<file path="src/rtl/uart_pkg.sv">
// Shared UART definitions: FSM state codes, frame constants and the baud divider helper.
// Used by both the transmit and receive paths.
package uart_pkg;

  localparam int DATA_BITS = 8;

  typedef logic [1:0] uart_state_t;

  localparam uart_state_t ST_IDLE  = 2'd0;
  localparam uart_state_t ST_START = 2'd1;
  localparam uart_state_t ST_DATA  = 2'd2;
  localparam uart_state_t ST_STOP  = 2'd3;

  // Clock cycles per bit, truncated; callers must keep the result >= 2.
  function automatic int clks_per_bit(input int clk_hz, input int baud);
    return clk_hz / baud;
  endfunction

endpackage

</file>
<file path="src/rtl/uart_tx_fifo_if.sv">
// Byte-wide valid/ready handshake from fabric logic into the UART transmit FIFO.
interface uart_tx_fifo_if;
  import uart_pkg::*;

  logic [DATA_BITS-1:0] din;
  logic                 din_valid;
  logic                 din_ready;

  modport master (output din, output din_valid, input  din_ready);
  modport slave  (input  din, input  din_valid, output din_ready);

endinterface

</file>
<file path="src/rtl/sync_fifo.sv">
// Single-clock FIFO with first-word-fall-through head; full/empty derive from the occupancy count.
module sync_fifo #(
  parameter int DEPTH = 16,
  parameter int WIDTH = 8
) (
  input  logic                     CLK,
  input  logic                     reset_trigger,
  input  logic                     wr_en,
  input  logic [WIDTH-1:0]         wr_data,
  input  logic                     rd_en,
  output logic [WIDTH-1:0]         rd_data,
  output logic                     full,
  output logic                     empty,
  output logic [$clog2(DEPTH):0]   level
);

  localparam int AW = $clog2(DEPTH);
  localparam logic [AW:0] FULL_LVL = (AW+1)'(DEPTH);

  logic [WIDTH-1:0] mem_q [DEPTH];
  logic [AW-1:0]    wr_ptr_q, wr_ptr_d;
  logic [AW-1:0]    rd_ptr_q, rd_ptr_d;
  logic [AW:0]      level_q, level_d;
  logic             do_wr_s, do_rd_s;

  assign full    = (level_q == FULL_LVL);
  assign empty   = (level_q == '0);
  assign level   = level_q;
  assign rd_data = mem_q[rd_ptr_q];
  assign do_wr_s = wr_en && !full;
  assign do_rd_s = rd_en && !empty;

  // Next-state pointers and occupancy; pointers wrap naturally at the power-of-two depth.
  always_comb begin
    wr_ptr_d = wr_ptr_q;
    rd_ptr_d = rd_ptr_q;
    level_d  = level_q;
    if (do_wr_s) begin
      wr_ptr_d = wr_ptr_q + AW'(1);
    end else begin
      wr_ptr_d = wr_ptr_q;
    end
    if (do_rd_s) begin
      rd_ptr_d = rd_ptr_q + AW'(1);
    end else begin
      rd_ptr_d = rd_ptr_q;
    end
    case ({do_wr_s, do_rd_s})
      2'b10:   level_d = level_q + (AW+1)'(1);
      2'b01:   level_d = level_q - (AW+1)'(1);
      default: level_d = level_q;
    endcase
  end

  // Pointer and occupancy registers.
  always_ff @(posedge CLK or posedge reset_trigger) begin
    if (reset_trigger) begin
      wr_ptr_q <= '0;
      rd_ptr_q <= '0;
      level_q  <= '0;
    end else begin
      wr_ptr_q <= wr_ptr_d;
      rd_ptr_q <= rd_ptr_d;
      level_q  <= level_d;
    end
  end

  // Storage array; contents are don't-care until written, so no reset.
  always_ff @(posedge CLK) begin
    if (do_wr_s) begin
      mem_q[wr_ptr_q] <= wr_data;
    end
  end

endmodule

</file>
<file path="src/rtl/uart_tx_fifo.sv">
// Buffered 8N1/8N2 UART transmitter: FIFO-fed FSM serialising LSB first onto a registered tx line.
module uart_tx_fifo
  import uart_pkg::*;
#(
  parameter int CLK_HZ    = 100_000_000,
  parameter int BAUD      = 115200,
  parameter int DEPTH     = 16,
  parameter int STOP_BITS = 1
) (
  input  logic                   CLK,
  input  logic                   reset_trigger,
  uart_tx_fifo_if.slave          din_if,
  output logic                   tx,
  output logic                   busy,
  output logic [$clog2(DEPTH):0] level
);

  localparam int CPB = clks_per_bit(CLK_HZ, BAUD);
  localparam int CW  = $clog2(CPB);
  localparam logic [CW-1:0] CNT_LAST = CW'(CPB - 1);
  localparam logic [2:0]    LAST_DATA_BIT = 3'(DATA_BITS - 1);
  localparam logic [2:0]    LAST_STOP_BIT = 3'(STOP_BITS - 1);

  uart_state_t          state_q, state_d;
  logic [CW-1:0]        cnt_q, cnt_d;
  logic [DATA_BITS-1:0] shift_q, shift_d;
  logic [2:0]           bit_q, bit_d;
  logic                 tx_q, tx_d;

  logic                 pop_s;
  logic                 bit_end_s;
  logic [DATA_BITS-1:0] head_s;
  logic                 full_s;
  logic                 empty_s;

  sync_fifo #(
    .DEPTH (DEPTH),
    .WIDTH (DATA_BITS)
  ) u_fifo (
    .CLK           (CLK),
    .reset_trigger (reset_trigger),
    .wr_en         (din_if.din_valid),
    .wr_data       (din_if.din),
    .rd_en         (pop_s),
    .rd_data       (head_s),
    .full          (full_s),
    .empty         (empty_s),
    .level         (level)
  );

  // Ready is taken from the pre-edge full flag only; a same-cycle pop never opens it early.
  assign din_if.din_ready = !full_s;
  assign bit_end_s        = (cnt_q == CNT_LAST);
  assign tx               = tx_q;
  assign busy             = (state_q != ST_IDLE) || !empty_s;

  // Frame sequencing: start bit, eight data bits LSB first, stop bit(s), back-to-back when data waits.
  always_comb begin
    state_d = state_q;
    cnt_d   = bit_end_s ? '0 : cnt_q + CW'(1);
    shift_d = shift_q;
    bit_d   = bit_q;
    tx_d    = tx_q;
    pop_s   = 1'b0;
    case (state_q)
      ST_IDLE: begin
        cnt_d = '0;
        if (!empty_s) begin
          pop_s   = 1'b1;
          shift_d = head_s;
          tx_d    = 1'b0;
          state_d = ST_START;
        end else begin
          tx_d    = 1'b1;
        end
      end
      ST_START: begin
        if (bit_end_s) begin
          tx_d    = shift_q[0];
          bit_d   = 3'd0;
          state_d = ST_DATA;
        end else begin
          tx_d    = 1'b0;
        end
      end
      ST_DATA: begin
        if (bit_end_s && (bit_q == LAST_DATA_BIT)) begin
          tx_d    = 1'b1;
          bit_d   = 3'd0;
          state_d = ST_STOP;
        end else if (bit_end_s) begin
          shift_d = shift_q >> 1;
          tx_d    = shift_q[1];
          bit_d   = bit_q + 3'd1;
        end else begin
          tx_d    = tx_q;
        end
      end
      ST_STOP: begin
        if (bit_end_s && (bit_q == LAST_STOP_BIT)) begin
          bit_d = 3'd0;
          if (!empty_s) begin
            pop_s   = 1'b1;
            shift_d = head_s;
            tx_d    = 1'b0;
            state_d = ST_START;
          end else begin
            tx_d    = 1'b1;
            state_d = ST_IDLE;
          end
        end else if (bit_end_s) begin
          bit_d = bit_q + 3'd1;
          tx_d  = 1'b1;
        end else begin
          tx_d  = 1'b1;
        end
      end
      default: begin
        state_d = ST_IDLE;
        cnt_d   = '0;
        tx_d    = 1'b1;
      end
    endcase
  end

  // FSM, baud counter, shift register and line register; reset drops the line high immediately.
  always_ff @(posedge CLK or posedge reset_trigger) begin
    if (reset_trigger) begin
      state_q <= ST_IDLE;
      cnt_q   <= '0;
      shift_q <= '0;
      bit_q   <= 3'd0;
      tx_q    <= 1'b1;
    end else begin
      state_q <= state_d;
      cnt_q   <= cnt_d;
      shift_q <= shift_d;
      bit_q   <= bit_d;
      tx_q    <= tx_d;
    end
  end

endmodule

</file>
<file path="src/flat_wrapper.sv">
// flat-port wrapper written by rule: the top's interface ports become plain ports
module uart_tx_fifo_flat import uart_pkg::*;
#(
  parameter int CLK_HZ    = 100_000_000,
  parameter int BAUD      = 115200,
  parameter int DEPTH     = 16,
  parameter int STOP_BITS = 1
)
  (CLK, reset_trigger, tx, busy, level, din_if_din, din_if_din_valid, din_if_din_ready);
  uart_tx_fifo_if din_if_i ();
  input  logic CLK;
  input  logic reset_trigger;
  output logic tx;
  output logic busy;
  output logic [$clog2(DEPTH):0] level;
  input wire logic [$bits(din_if_i.din)-1:0] din_if_din;
  input wire logic [$bits(din_if_i.din_valid)-1:0] din_if_din_valid;
  output wire logic [$bits(din_if_i.din_ready)-1:0] din_if_din_ready;
  assign din_if_i.din = din_if_din;
  assign din_if_i.din_valid = din_if_din_valid;
  assign din_if_din_ready = din_if_i.din_ready;
  uart_tx_fifo #(.CLK_HZ(CLK_HZ), .BAUD(BAUD), .DEPTH(DEPTH), .STOP_BITS(STOP_BITS)) u_core (.CLK(CLK), .reset_trigger(reset_trigger), .din_if(din_if_i), .tx(tx), .busy(busy), .level(level));
endmodule
</file>
<file path="config.mk">
export PLATFORM = sky130hd
export DESIGN_NAME = uart_tx_fifo_flat
export DESIGN_NICKNAME = d
export VERILOG_FILES = /design/src/rtl/uart_pkg.sv /design/src/rtl/uart_tx_fifo_if.sv /design/src/rtl/sync_fifo.sv /design/src/rtl/uart_tx_fifo.sv /design/src/flat_wrapper.sv
export SDC_FILE = /design/constraint.sdc
export NUM_CORES = 1
export LEC_CHECK = 0
export CELL_PAD_IN_SITES_DETAIL_PLACEMENT = 1
export CELL_PAD_IN_SITES_GLOBAL_PLACEMENT = 1
export CORE_ASPECT_RATIO = 1.4
export CORE_UTILIZATION = 30
export DETAILED_ROUTE_END_ITERATION = 7
export DONT_BUFFER_PORTS = 1
export GPL_TIMING_DRIVEN = 0
export PLACE_DENSITY_LB_ADDON = 0.25
export SYNTH_ARGS = -nofsm -noshare
export SYNTH_HDL_FRONTEND = slang
export SYNTH_HIERARCHICAL = 1
export SYNTH_SLANG_ARGS = --single-unit
</file>
<file path="constraint.sdc">
create_clock -name CLK -period 3.9 [get_ports CLK]
set_input_delay 0.585 -clock CLK [delete_from_list [all_inputs] [get_ports CLK]]
set_output_delay 0.585 -clock CLK [all_outputs]
set_load 0.02 [all_outputs]
</file>
# After elaboration in Yosys (flattened, before gate mapping)
# Memories as Yosys holds them, arrays and structs flattened.
# Index checks and enable logic that the tools add are counted.
[totals] elab_cells=77 out_inout_bits=8 inputBits=11 mem_count=1 ramBits=128 ff_bits=37
[mem_list] memory="u_core.u_fifo.mem_q" depth=16 width=8 rd=1 rd_clocked_by_memory_dff=0 write_ports=1 line="sync_fifo.sv:20" rtl="logic [WIDTH-1:0] mem_q [DEPTH];"
[classes] n_reduce_logical=17 eq_ne=15 mux=30 n_addsub=6
[ops] operator="8-bit two-way mux" count=4
[ops] operator="8-bit case mux with 3 select lines" count=1
[ops] operator="10-bit two-way mux" count=2
[ops] operator="3-bit two-way mux" count=4
[ops] operator="10-bit by 1-bit adder with 10-bit output, second input constant" count=1
[ops] operator="10-bit == test, second input constant" count=1
[ops] operator="1-bit two-way mux" count=10
[ops] operator="5-bit case mux with 2 select lines" count=1
[ops] operator="3-bit case mux with 3 select lines" count=1
[ops] operator="4-bit by 1-bit adder with 4-bit output, second input constant" count=2
[ops] operator="2-bit two-way mux" count=4
[ops] operator="2-bit by 1-bit inequality test with 1-bit output, second input constant" count=4
[ops] operator="2-bit case mux with 4 select lines" count=1
[ops] operator="4-bit AND reduction" count=2
[ops] operator="2-bit == test, second input constant" count=3
[ops] operator="3-bit nonzero test" count=2
[ops] operator="5-bit by 1-bit adder with 5-bit output, second input constant" count=1
[ops] operator="5-bit == test, second input constant" count=1
[ops] operator="5-bit zero test" count=1
[ops] operator="5-bit by 1-bit subtractor with 5-bit output, second input constant" count=1
[ops] operator="2-bit by 1-bit == test with 1-bit output, second input constant" count=2
[ops] operator="1-bit logical AND" count=4
[ops] operator="2-bit inequality test, second input constant" count=2
[ops] operator="1-bit case mux with 4 select lines" count=1
[ops] operator="other kinds (10)" count=12

# Longest topological paths before layout
# Gate-level depths: netlist of run 1.
[logic_depth] depth_word=7 mapped_depth=16 ltp_nobuf=14

# Hierarchy
# The synthesis of run 1 kept the hierarchy.
[by_module_without_submodules] mod="sync_fifo" area_each_um2=5796.8 cells_per_inst=333 seq_area_each_um2=4169.0 n_inst=1
[by_module_without_submodules] mod="uart_tx_fifo" area_each_um2=1370.1 cells_per_inst=122 seq_area_each_um2=601.8 n_inst=1

# Worst setup path before layout of run 1
# OpenSTA, ideal clock, no wires.
[synth_path] path_kind="reg-to-reg" start="register u_core.cnt_q[0]" end="register u_core.u_fifo.level_q[4] (netlist: u_core/u_fifo/level[4])" path_stages_with_launch=17 setup_slack_ps=590 arrival_time_ps=3179 setup_ps=130 synth_period_minus_slack_ps=3310 path_cell_list="dfrtp_1 -> ha_1 -> nor3b_2 -> nand3_2 -> buf_4 -> o41a_1 -> nor3_1 -> nor2b_1 -> buf_6 -> ha_1 -> inv_1 -> fa_1 -> nor2b_1 -> o21ai_0 -> nand3_1 -> or3b_1 -> xnor2_1"
[synth_via] elab_chain_cells=7
[synth_rtl] item="start: declaration" line="uart_tx_fifo.sv:25" rtl="logic [CW-1:0] cnt_q, cnt_d;"
[synth_rtl] item="start signal: assignment" line="uart_tx_fifo.sv:136" rtl="cnt_q <= cnt_d;"
[synth_rtl] item="10-bit == test *" line="uart_tx_fifo.sv:53" rtl="assign bit_end_s = (cnt_q == CNT_LAST);"
[synth_rtl] item="1-bit logical AND *" line="uart_tx_fifo.sv:100" rtl="if (bit_end_s && (bit_q == LAST_STOP_BIT)) begin"
[synth_rtl] item="1-bit two-way mux *" line="uart_tx_fifo.sv:100"
[synth_rtl] item="1-bit case mux with 2 select lines *" line="uart_tx_fifo.sv:65" rtl="case (state_q)"
[synth_rtl] item="net u_core.pop_s" line="uart_tx_fifo.sv:30" rtl="logic pop_s;"
[synth_rtl] item="1-bit logical AND *" line="sync_fifo.sv:31" rtl="assign do_rd_s = rd_en && !empty;"
[synth_rtl] item="net u_core.u_fifo.do_rd_s" line="sync_fifo.sv:24" rtl="logic do_wr_s, do_rd_s;"
[synth_rtl] item="2-bit by 1-bit == test with 1-bit output / 2-bit == test (equally long branches)" line="sync_fifo.sv:48" rtl="case ({do_wr_s, do_rd_s})"
[synth_rtl] item="5-bit case mux with 2 select lines / 2-bit nonzero test (equally long branches)"
[synth_rtl] item="end signal: assignment" line="sync_fifo.sv:64" rtl="level_q <= level_d;"
[synth_rtl] item="end: declaration" line="sync_fifo.sv:23" rtl="logic [AW:0] level_q, level_d;"
# The timed path passes the listed nets; every way through them passes the cells marked *.
# A chain may end at the register's enable or synchronous reset.

# Worst setup path in the final report of run 1
# Ends and elaborated chain as after synthesis.

==> impl_results.md, run 1 <==
* Status: complete, no violations
* Clk_lat worst skew at roughly 0.43 ns
* Die area at roughly 25000 um^2
* Fin crit share at 91.5%
* RSZ-0062 raised after global routing: no
* CTS Sinks at roughly 170
* Crit-path cells: ha_4 -> nor3b_4 -> nand3_2 -> buf_4 -> o41a_1 -> nor3_1 -> nor2b_1 -> buf_6 -> ha_1 -> inv_1 -> fa_1 -> nor2b_1 -> o21ai_0 -> nand3_1 -> or3b_1 -> xnor2_1
* Share of layout cells above drive strength 1 at 20.1%
* Final WL at approximately 16000 um
* Top-count cell post-synth: edfxtp_1
* Mean Syn Cell Area at about 16 um^2
* Placed cells at about 760
* Clock Skew at 0.0140 ns
* Initial DRC count at between 200 and 250
* Largest net degree at the start of global routing at 25
* Sequential Power Share at between 50 and 60%
* Vias at a little under 4000
* Number of flops mapped to enable cells by yosys at 128
* Total GRT Usage at ~14%
* Synth Flop Type: edfxtp_1
* Hold Vio Cnt, Final at 0
* Final Max Slew Viols at 0
* CP Data Arrival Time at about 3.9 ns
* Pint at about 3.0 mW
* Gr ovfl total at 0
* CP max FO at 10
* Synth cell types at 52
* Filler cells at between 2000 and 2500
* Die Wd at ~130 um
* Post-synth net total at 485
* Crit end category: flip-flop
* Wire length of the first global-routing pass at 25400 um
* Yosys warnings at 6
* CP max stage cell: dfrtp_2
* Clock Power Share at a little under two fifths
* Root Driver: clkbuf_16
* Initial Util at between 30% and 40%
* Clock transition at path regs at 0.06 ns
* Area share of the largest cell type after synthesis at between 50% and 60%
* Die extent in y at roughly 180 um
* Ranking of synthesized cells by area: edfxtp_1, dfrtp_1, mux4_2
* IO Count at 19
* Async SR Flop Fraction at roughly 22%
* DRT Pass-1 Iters at 5
* Post-Syn Area at slightly above 7000 um^2
* Fin cells at 793
* Final setup viols at 0
* CP max stage delay at ~0.41 ns
* PortBufs at 0
* # DRC at 0
* Max IR drop VDD at between 0.2 and 0.3 mV
* WP buf/inv at 3
* #FFs+latches synth at roughly 170
* DP HPWL at between 10000 and 15000 um
* CP Launch Type: flip-flop
* Maxcap violations at 0
* Setup TNS at 0 ns
* Hold Crit Class: in2async
* Req. time, crit path at around 4.2 ns
* Max Buffers Root-to-Sink at 2
* Max-slew headroom at between 30% and 40%
* Most frequent cells after synthesis: edfxtp_1, dfrtp_1, mux2_2, mux2i_1, nand2_1
* Biggest area consumer among synthesized cells: edfxtp_1
* Critical path class: reg2reg
* Cell count after synthesis at 455
* Cell Pwr Density at 514 nW/um^2
* Vias in the first global route at between 4000 and 5000
* Via density at roughly 4.9
* Sw Ratio at 27.0%
* Post-route ant nets at 0
* Slew @ Worst Pin at between 0.9 and 1 ns
* Max Freq at 0.280 GHz
* Number of inserted diodes at 0
* Routed length per instance at 20.7 um
* Register area share after synthesis at between 60% and 70%
* CP top delay family: simple AND/OR/NAND/NOR gates
* P&R area growth vs syn at 13.3%
* Top cell by count, worst path: nor2b_1
* Combinational Power Share at 10.7%
* Leak at between 2 and 3 nW
* Net Switching at roughly 1.1 mW
* CTS tree: done
* H-tree depth reported by CTS at 4
* Final min period at ~3.6 ns
* Hold WS at approximately 0.093 ns
* CTS Buf Count at 17
* Row count at 66
* Total core area at roughly 23000 um^2
* GPL Wtd Cong at 0.768
* Final net count at 504
* Initial antenna violation count at 0
## worst reg2reg max path, delay by kind of cell (launching register included)
family                     cells  cell delay [ns]
buffers and inverters          3             0.42
AOI/OAI and AO/OA              2             0.45
adders and majority gates      3             0.82
xor gates and xnor gates       1             0.13
DFF                            1             0.41
and+or+nand+nor                7             1.23
## layout make-up
type	count	area, um^2	area share [%]
buffer	22	158	1.94
clock buffer	19	433	5.33
clock inverter	13	98.8	1.22
inverter	19	71.3	0.878
multi-input combinational	249	2210	27.2
sequential	165	4770	58.8
tap	306	383	4.71
## repair_timing
item                                    4_1_cts  5_1_grt
hold buffers                                  0        0
resized for setup                             0        4
endpoints found under the hold margin         0        0
endpoints found under the setup margin        0        1
setup buffers                                 0        0
## cells by family (layout without fill, tap and decap cells)
kind of cell               Yosys count  after routing  synth area share, %
muxes                               67             67                 12.7
DFF                                165            165                 66.6
xor gates and xnor gates            18             18                 2.20
adders and majority gates           19             19                 3.42
AOI/OAI and AO/OA                   64             64                 5.94
and+or+nand+nor                     81             81                 6.02
buffers and inverters               41             73                 3.19
## final timing paths
kind,startpoint,to,slack [ns],cells past startpoint
worst min-delay path,reset_trigger,u_core/u_fifo/level[4],0.09,1
worst max-delay path,u_core/cnt_q[0],u_core/u_fifo/level[4],0.33,16
min in group CLK,din_if_din[4],u_core/u_fifo/mem_q[7][4],0.25,0
worst min register to register,u_core/shift_q[4],u_core/shift_q[4],0.51,1
worst max register to register,u_core/cnt_q[0],u_core/u_fifo/level[4],0.33,16
max in group asynchronous,reset_trigger,u_core/cnt_q[0],2.98,1
## per-stage QoR
| step | power (mW) | util [%] | worst slack (ns) | area (um^2) |
|---|---|---|---|---|
| 6_report | 4.18 | 34.8 | 0.333 | 8120 |
| 2_1_floorplan | 2.51 | - | 0.590 | 7170 |
| 3_5_place_dp | 2.67 | 32.3 | 0.146 | 7550 |
| 5_1_grt | 4.35 | 34.8 | 0.0336 | 8120 |
| 4_1_cts | 4.22 | 34.6 | 0.124 | 8080 |
| 3_3_place_gp | 2.65 | 32.3 | 0.225 | 7550 |
## cells in the final DEF, fill, tap and decap left out, drive strengths merged, types with 12 or more instances in the layout
cell type and count:
nor2 21, a21oi 12, ha 18, o21ai 20, clkbuf 25, inv 24
mux2i 25, mux4 16, edfxtp 128, dfrtp 36, nand2 24, buf 16
mux2 26
## sequential cells by signal, summed over array words and instances (netlist names)
signal,count
u_core/cnt_q,10
u_core/tx,1
u_core/u_fifo/level,5
u_core/u_fifo/rd_ptr_q,4
u_core/shift_q,8
u_core/state_q,2
u_core/u_fifo/mem_q,128
u_core/bit_q,3
u_core/u_fifo/wr_ptr_q,4
## power by group through the flow
stage | clock network (mW) | logic (mW) | registers, mW
after floorplan | 0 | 0.311 | 2.20
after global placement | 0 | 0.424 | 2.22
after detailed placement | 0 | 0.439 | 2.23
after CTS | 1.59 | 0.440 | 2.20
after global routing | 1.65 | 0.496 | 2.21
final | 1.54 | 0.445 | 2.19
## layer usage
layer  wire length, um  vias up  GRT usage (%)
met1              6970     2082           16.7
li1                  -     1763              -
met3               436       10           3.17
met4               199        0           4.83
met2              8840       55           25.7
met5                 0        -              0
Note: power is estimated with default switching activity, not from simulation.
==> run 2: changes to the inputs <==
--- a/config.mk
+++ b/config.mk
@@ -7,7 +7,7 @@
 export LEC_CHECK = 0
 export CELL_PAD_IN_SITES_DETAIL_PLACEMENT = 1
 export CELL_PAD_IN_SITES_GLOBAL_PLACEMENT = 1
-export CORE_ASPECT_RATIO = 1.4
+export CORE_ASPECT_RATIO = 1.5
 export CORE_UTILIZATION = 30
 export DETAILED_ROUTE_END_ITERATION = 7
 export DONT_BUFFER_PORTS = 1
==> impl_results.md, run 2 (synthesis results as in run 1) <==
* Initial DRC count at 171 (-24%)
* Vias at 3819 (-2.3%)
* Routed length per instance at 20.4 um (-1.4%)
* Share of layout cells above drive strength 1 at 19.3% (-0.78 points)
* Vias in the first global route at 4250 (-1.5%)
* # DRC at 0 (unchanged)
* Clock transition at path regs at 0.07 ns (about the same)
* CTS Sinks at 165 (unchanged)
* Maxcap violations at 0 (unchanged)
* H-tree depth reported by CTS at 4 (unchanged)
* Largest net degree at the start of global routing at 25 (unchanged)
* Max Freq at 0.283 GHz (+0.87%)
* Row count at 68 (+3.0%)
* CP max FO at 10 (unchanged)
* CP top delay family: simple AND/OR/NAND/NOR gates
* Initial Util at 30.9% (+0.19 points)
* CP Launch Type: flip-flop
* Final net count at 504 (unchanged)
* Die area at 24500 um^2 (about the same)
* CP Data Arrival Time at 3.84 ns (-0.03 ns)
* FF-to-FF Start: u_core/cnt_q[0]
* Max-slew headroom at 11.1% (-24 points)
* Setup bufs post-CTS at 0 (unchanged)
* Gr ovfl total at 0 (unchanged)
* CP max stage cell: dfrtp_2
* Max IR drop VDD at 0.276 mV (-5.2%)
* Hold Crit Class: in2async
* Regs by FF count: u_core/u_fifo/mem_q x128, u_core/cnt_q x10, u_core/shift_q x8
* Root Driver: clkbuf_16
* Final WL at 16400 um (-0.44%)
* IO Count at 19 (unchanged)
* Worst-case reg-to-reg path depth at 16 (unchanged)
* CTS Buf Count at 17 (unchanged)
* Post-route ant nets at 0 (unchanged)
* Hold Buf Count CTS at 0 (unchanged)
* Die extent in y at 191 um (+3.5%)
* RSZ-0062 raised after global routing: no
* Leak at 2.99 nW (+0.26%)
* DRT Pass-1 Iters at 4 (-1)
* Wire length of the first global-routing pass at 25300 um (-0.30%)
* Initial antenna violation count at 0 (unchanged)
* Req. time, crit path at 4.21 ns (about the same)
* Filler cells at 2387 (-0.83%)
* GPL Wtd Cong at 0.786 (+2.4%)
* Worst reg2reg endpoint: u_core/u_fifo/level[4]
* Sequential Power Share at 51.6% (-0.9 points)
* Crit-path cells: ha_4 -> nor3b_4 -> nand3_2 -> buf_4 -> o41a_1 -> nor3_1 -> nor2b_2 -> buf_6 -> ha_1 -> inv_1 -> fa_1 -> nor2b_1 -> o21ai_0 -> nand3_1 -> or3b_1 -> xnor2_1
* Slew @ Worst Pin at 1.32 ns (+0.354 ns)
* Die Wd at 128 um (-3.3%)
* Reg2reg setup slack at 0.36 ns (+0.03 ns)
* Clk_lat worst skew at 0.43 ns (about the same)
* Total GRT Usage at 14.5% (+0.24 points)
* PortBufs at 0 (unchanged)
* Highest-count cells in the layout ignoring fill and taps: edfxtp_1, dfrtp_1, mux2_2, mux2i_1, nand2_1
* Crit end category: flip-flop
* Status: complete, no violations
* CTS tree: done
* CP max stage delay at 0.41 ns (about the same)
* Pwr Total at 4.25 mW (+1.7%)
* Final Max Slew Viols at 0 (unchanged)
* P&R area growth vs syn at 13.7%
* Clock Skew at 0.0105 ns (-0.00354 ns)
* Net Switching at 1.08 mW (-4.4%)
* Max Buffers Root-to-Sink at 2 (unchanged)
* Combinational Power Share at 10.2% (-0.5 points)
* Sw Ratio at 25.4% (-1.6 points)
* Via density at 4.77 (-3.3%)
* Final min period at 3.54 ns (-0.0308 ns)
* Number of inserted diodes at 0 (unchanged)
* WP buf/inv at 3 (unchanged)
* Commonest non-fill, non-tap cell in the layout: edfxtp_1
* Biggest register: u_core/u_fifo/mem_q
* Hold Vio Cnt, Final at 0 (unchanged)
* Cell Pwr Density at 521 nW/um^2 (+1.3%)
* Final setup viols at 0 (unchanged)
* Fin crit share at 90.7% (-0.79 points)
* Total core area at 23200 um^2 (-0.61%)
* Max reg flops at 128 (unchanged)
* Pint at 3.17 mW (+3.9%)
* Setup TNS at 0 ns (unchanged)
* Clock Power Share at 38.2% (+1.4 points)
* Critical path class: reg2reg
* DP HPWL at 11400 um (+1.5%)
[run 2: timing repair]
action                     CTS  global route
hold endpoints to repair     0             0
setup endpoints to repair    0             1
gates resized for setup      0             5
[run 2: area by class of cell]
| cell class | instances | area, um^2 | area share, % |
|---|---|---|---|
| inverter | 19 | 71.3 | 0.875 |
| clock inverter | 11 | 126 | 1.55 |
| clock buffer | 20 | 437 | 5.36 |
| tap | 315 | 394 | 4.84 |
| buffer | 22 | 158 | 1.94 |
| sequential | 165 | 4770 | 58.6 |
| multi-input combinational | 249 | 2190 | 26.9 |
[run 2: stage by stage]
| stage | cell area (um^2) | worst slack (ns) | instances | hold slack [ns] | utilization, % |
|---|---|---|---|---|---|
| 2_1_floorplan | 7170 | 0.590 | 455 | 0.447 | - |
| 3_3_place_gp | 7560 | 0.154 | 770 | 0.478 | 32.6 |
| 3_5_place_dp | 7560 | 0.162 | 770 | 0.494 | 32.6 |
| 4_1_cts | 8120 | 0.146 | 801 | 0.126 | 35.0 |
| 5_1_grt | 8150 | 0.00137 | 801 | 0.142 | 35.1 |
| 6_report | 8150 | 0.364 | 801 | 0.114 | 35.1 |
[run 2: worst max path at each step]
stage	start	end	slack (ns)	cells past startpoint
4_1_cts	u_core/cnt_q[0]	u_core/u_fifo/level[4]	0.15	16
3_5_place_dp	u_core/cnt_q[0]	u_core/u_fifo/level[4]	0.16	16
3_3_place_gp	u_core/cnt_q[0]	u_core/u_fifo/level[4]	0.15	16
6_report	u_core/cnt_q[0]	u_core/u_fifo/level[4]	0.36	16
5_1_grt	u_core/cnt_q[1]	u_core/u_fifo/level[4]	0.001	16
2_1_floorplan	u_core/cnt_q[0]	u_core/u_fifo/level[4]	0.59	16
[run 2: power by group through the flow]
| stage | clock network [mW] | logic (mW) | registers [mW] |
|---|---|---|---|
| 6_report | 1.62 | 0.434 | 2.19 |
| 5_1_grt | 1.71 | 0.483 | 2.21 |
| 4_1_cts | 1.67 | 0.443 | 2.19 |
| 3_5_place_dp | 0 | 0.440 | 2.23 |
| 3_3_place_gp | 0 | 0.427 | 2.22 |
| 2_1_floorplan | 0 | 0.311 | 2.20 |
[run 2: metal layers]
layer	routed length, um	GRT usage, %
met1	6460	15.9
met2	9090	26.8
met3	469	3.30
met4	342	5.57
met5	0	0
==> run 3: changes to the inputs <==
--- a/config.mk
+++ b/config.mk
@@ -12,7 +12,7 @@
 export DETAILED_ROUTE_END_ITERATION = 7
 export DONT_BUFFER_PORTS = 1
 export GPL_TIMING_DRIVEN = 0
-export PLACE_DENSITY_LB_ADDON = 0.25
+export PLACE_DENSITY = 0.57
 export SYNTH_ARGS = -nofsm -noshare
 export SYNTH_HDL_FRONTEND = slang
 export SYNTH_HIERARCHICAL = 1
==> impl_results.md, run 3 (synthesis results as in run 1) <==
* Critical path class: reg2reg
* Total GRT Usage at 13.8% (-0.72 points)
* P&R area growth vs syn at 13.6% (about the same)
* GRT Max-Usage Layer: met2
* CTS tree: done
* Initial antenna violation count at 0 (unchanged)
* CP Launch Type: flip-flop
* Hold WS at 0.0926 ns (-0.0212 ns)
* Commonest non-fill, non-tap cell in the layout: edfxtp_1
* Regs by FF count: u_core/u_fifo/mem_q x128, u_core/cnt_q x10, u_core/shift_q x8
* Final Worst Setup Slack at 0.215 ns (-0.149 ns)
* Clock Skew at 0.0123 ns (+0.00178 ns)
* Final WL at 15800 um (-3.7%)
* Routed length per instance at 19.6 um (-3.9%)
* GR Util met2 at 25.3% (-1.5 points)
* # DRC at 0 (unchanged)
* IO Count at 19 (unchanged)
* Clock transition at path regs at 0.07 ns (about the same)
* Maxcap violations at 0 (unchanged)
* Max-slew headroom at 9.41% (-1.7 points)
* Dpl ws at 0.105 ns (-0.0570 ns)
* Via density at 4.75 (-0.28%)
* Filler cells at 2405 (+0.75%)
* CTS Sinks at 165 (unchanged)
* Final setup viols at 0 (unchanged)
* Crit-path cells: ha_2 -> nor3b_4 -> nand3_2 -> buf_4 -> o41a_1 -> nor3_1 -> nor2b_1 -> buf_6 -> ha_1 -> inv_1 -> fa_1 -> nor2b_1 -> o21ai_0 -> nand3_1 -> or3b_1 -> xnor2_1
* # resized after CTS at 0 (unchanged)
* Met1 Track Usage GR at 15.5% (-0.40 points)
* Number of inserted diodes at 0 (unchanged)
* Setup TNS at 0 ns (unchanged)
* Post-route ant nets at 0 (unchanged)
* Biggest register: u_core/u_fifo/mem_q
* Status: complete, no violations
* Cell Pwr Density at 521 nW/um^2 (about the same)
* CP max FO at 10 (unchanged)
* Sequential Power Share at 51.7% (about the same)
* Vias at 3813 (-0.16%)
* CP Data Arrival Time at 3.99 ns (+0.15 ns)
* CP max stage cell: fa_1
* H-tree depth reported by CTS at 4 (unchanged)
* Req. time, crit path at 4.21 ns (about the same)
* RSZ-0062 raised after global routing: no
* WP buf/inv at 3 (unchanged)
* Crit end category: flip-flop
* Largest net degree at the start of global routing at 25 (unchanged)
* Share of layout cells above drive strength 1 at 19.7% (+0.37 points)
* Pwr Total at 4.24 mW (-0.15%)
* Setup bufs post-CTS at 0 (unchanged)
* GPL Wtd Cong at 0.753 (-4.1%)
* Initial DRC count at 223 (+30%)
* DP HPWL at 11200 um (-1.9%)
* Max IR drop VDD at 0.320 mV (+16%)
* Vias in the first global route at 4233 (-0.40%)
* Clk_lat worst skew at 0.43 ns (about the same)
* CP top delay family: simple AND/OR/NAND/NOR gates
* Highest-count cells in the layout ignoring fill and taps: edfxtp_1, dfrtp_1, mux2_2, mux2i_1, nand2_1
* Hold Buf Count CTS at 0 (unchanged)
* Max Buffers Root-to-Sink at 2 (unchanged)
* DRT Pass-1 Iters at 4 (unchanged)
* Net Switching at 1.12 mW (+3.9%)
* Max Freq at 0.271 GHz (-4.0%)
* Die extent in y at 191 um (unchanged)
* CP max stage delay at 0.41 ns (about the same)
* Final Max Slew Viols at 0 (unchanged)
* Met3 usage at 3.25% (-0.056 points)
* Gr ovfl total at 0 (unchanged)
* Row count at 68 (unchanged)
* Clock Power Share at 38.3% (about the same)
* Final min period at 3.68 ns (+0.149 ns)
* Final Util at 35.1% (about the same)
* Wire length of the first global-routing pass at 24500 um (-3.1%)
* Die area at 24500 um^2 (unchanged)
* Leak at 3.00 nW (+0.42%)
* CTS Buf Count at 17 (unchanged)
* PortBufs at 0 (unchanged)
* Max reg flops at 128 (unchanged)
* Die Wd at 128 um (unchanged)
* Hold Vio Cnt, Final at 0 (unchanged)
* Root Driver: clkbuf_16
* Pint at 3.12 mW (-1.5%)
* Combinational Power Share at 10.0% (-0.2 points)
* Top cell by count, worst path: nor2b_1
* Initial Util at 30.9% (unchanged)
* Sw Ratio at 26.4% (+1.0 points)
* Total core area at 23200 um^2 (unchanged)
* Fin crit share at 94.5% (+3.8 points)
* Hold Crit Class: in2async
* Slew @ Worst Pin at 1.35 ns (+0.0246 ns)
* Final net count at 504 (unchanged)
-- run 3: cell count changes in the layout (fill, tap and decap cells not counted), sizes merged --
cell      before  now
clkinv         3    4
clkinvlp       3    2
bufinv         2    1
clkbuf        26   23
inv           22   27
-- run 3: stage by stage --
stage / instance area [um^2] / std cells
after global routing: 8140 / 802
after detailed placement: 7560 / 770
after global placement: 7560 / 770
after CTS: 8130 / 802
final: 8140 / 802
after floorplan: 7170 / 455
-- run 3: worst register-to-register path, delay by kind of cell, from the launching register on --
kind | cells | cell delay, ns
DFF | 1 | 0.38
and+or+nand+nor | 7 | 1.26
AOI/OAI and AO/OA | 2 | 0.42
xor gates and xnor gates | 1 | 0.14
buffers and inverters | 3 | 0.44
adders and majority gates | 3 | 0.92
-- run 3: area by class of cell --
cell class	instances	area, um^2	area share, %
Sequential cell	165	4770	58.6
Clock buffer	17	425	5.23
Tap cell	315	394	4.84
Clock inverter	15	141	1.74
Buffer	22	158	1.94
Inverter	19	71.3	0.876
Multi-Input combinational cell	249	2180	26.8
-- run 3: worst paths after layout --
path | slack, ns | startpoint | end | depth (start not counted)
setup reg to reg | 0.22 | u_core/cnt_q[0] | u_core/u_fifo/level[4] | 16
hold reg to reg | 0.49 | u_core/cnt_q[0] | u_core/cnt_q[0] | 1
setup / recovery | 0.22 | u_core/cnt_q[0] | u_core/u_fifo/level[4] | 16
max in group asynchronous | 3.06 | reset_trigger | u_core/shift_q[2] | 1
min in group CLK | 0.24 | din_if_din[7] | u_core/u_fifo/mem_q[7][7] | 0
hold / removal | 0.09 | reset_trigger | u_core/u_fifo/level[3] | 1
-- run 3: layer usage --
layer / share of wire [%] / wire length (um)
met3: 2.9 / 451
met5: 0 / 0
met4: 1.2 / 182
met2: 55 / 8640
met1: 41 / 6480
-- run 3: power by group through the flow --
stage	clock [mW]	sequential (mW)	combinational (mW)
final	1.62	2.19	0.424
after global routing	1.72	2.21	0.473
after CTS	1.66	2.19	0.430
after detailed placement	0	2.23	0.426
after global placement	0	2.22	0.407
after floorplan	0	2.20	0.311
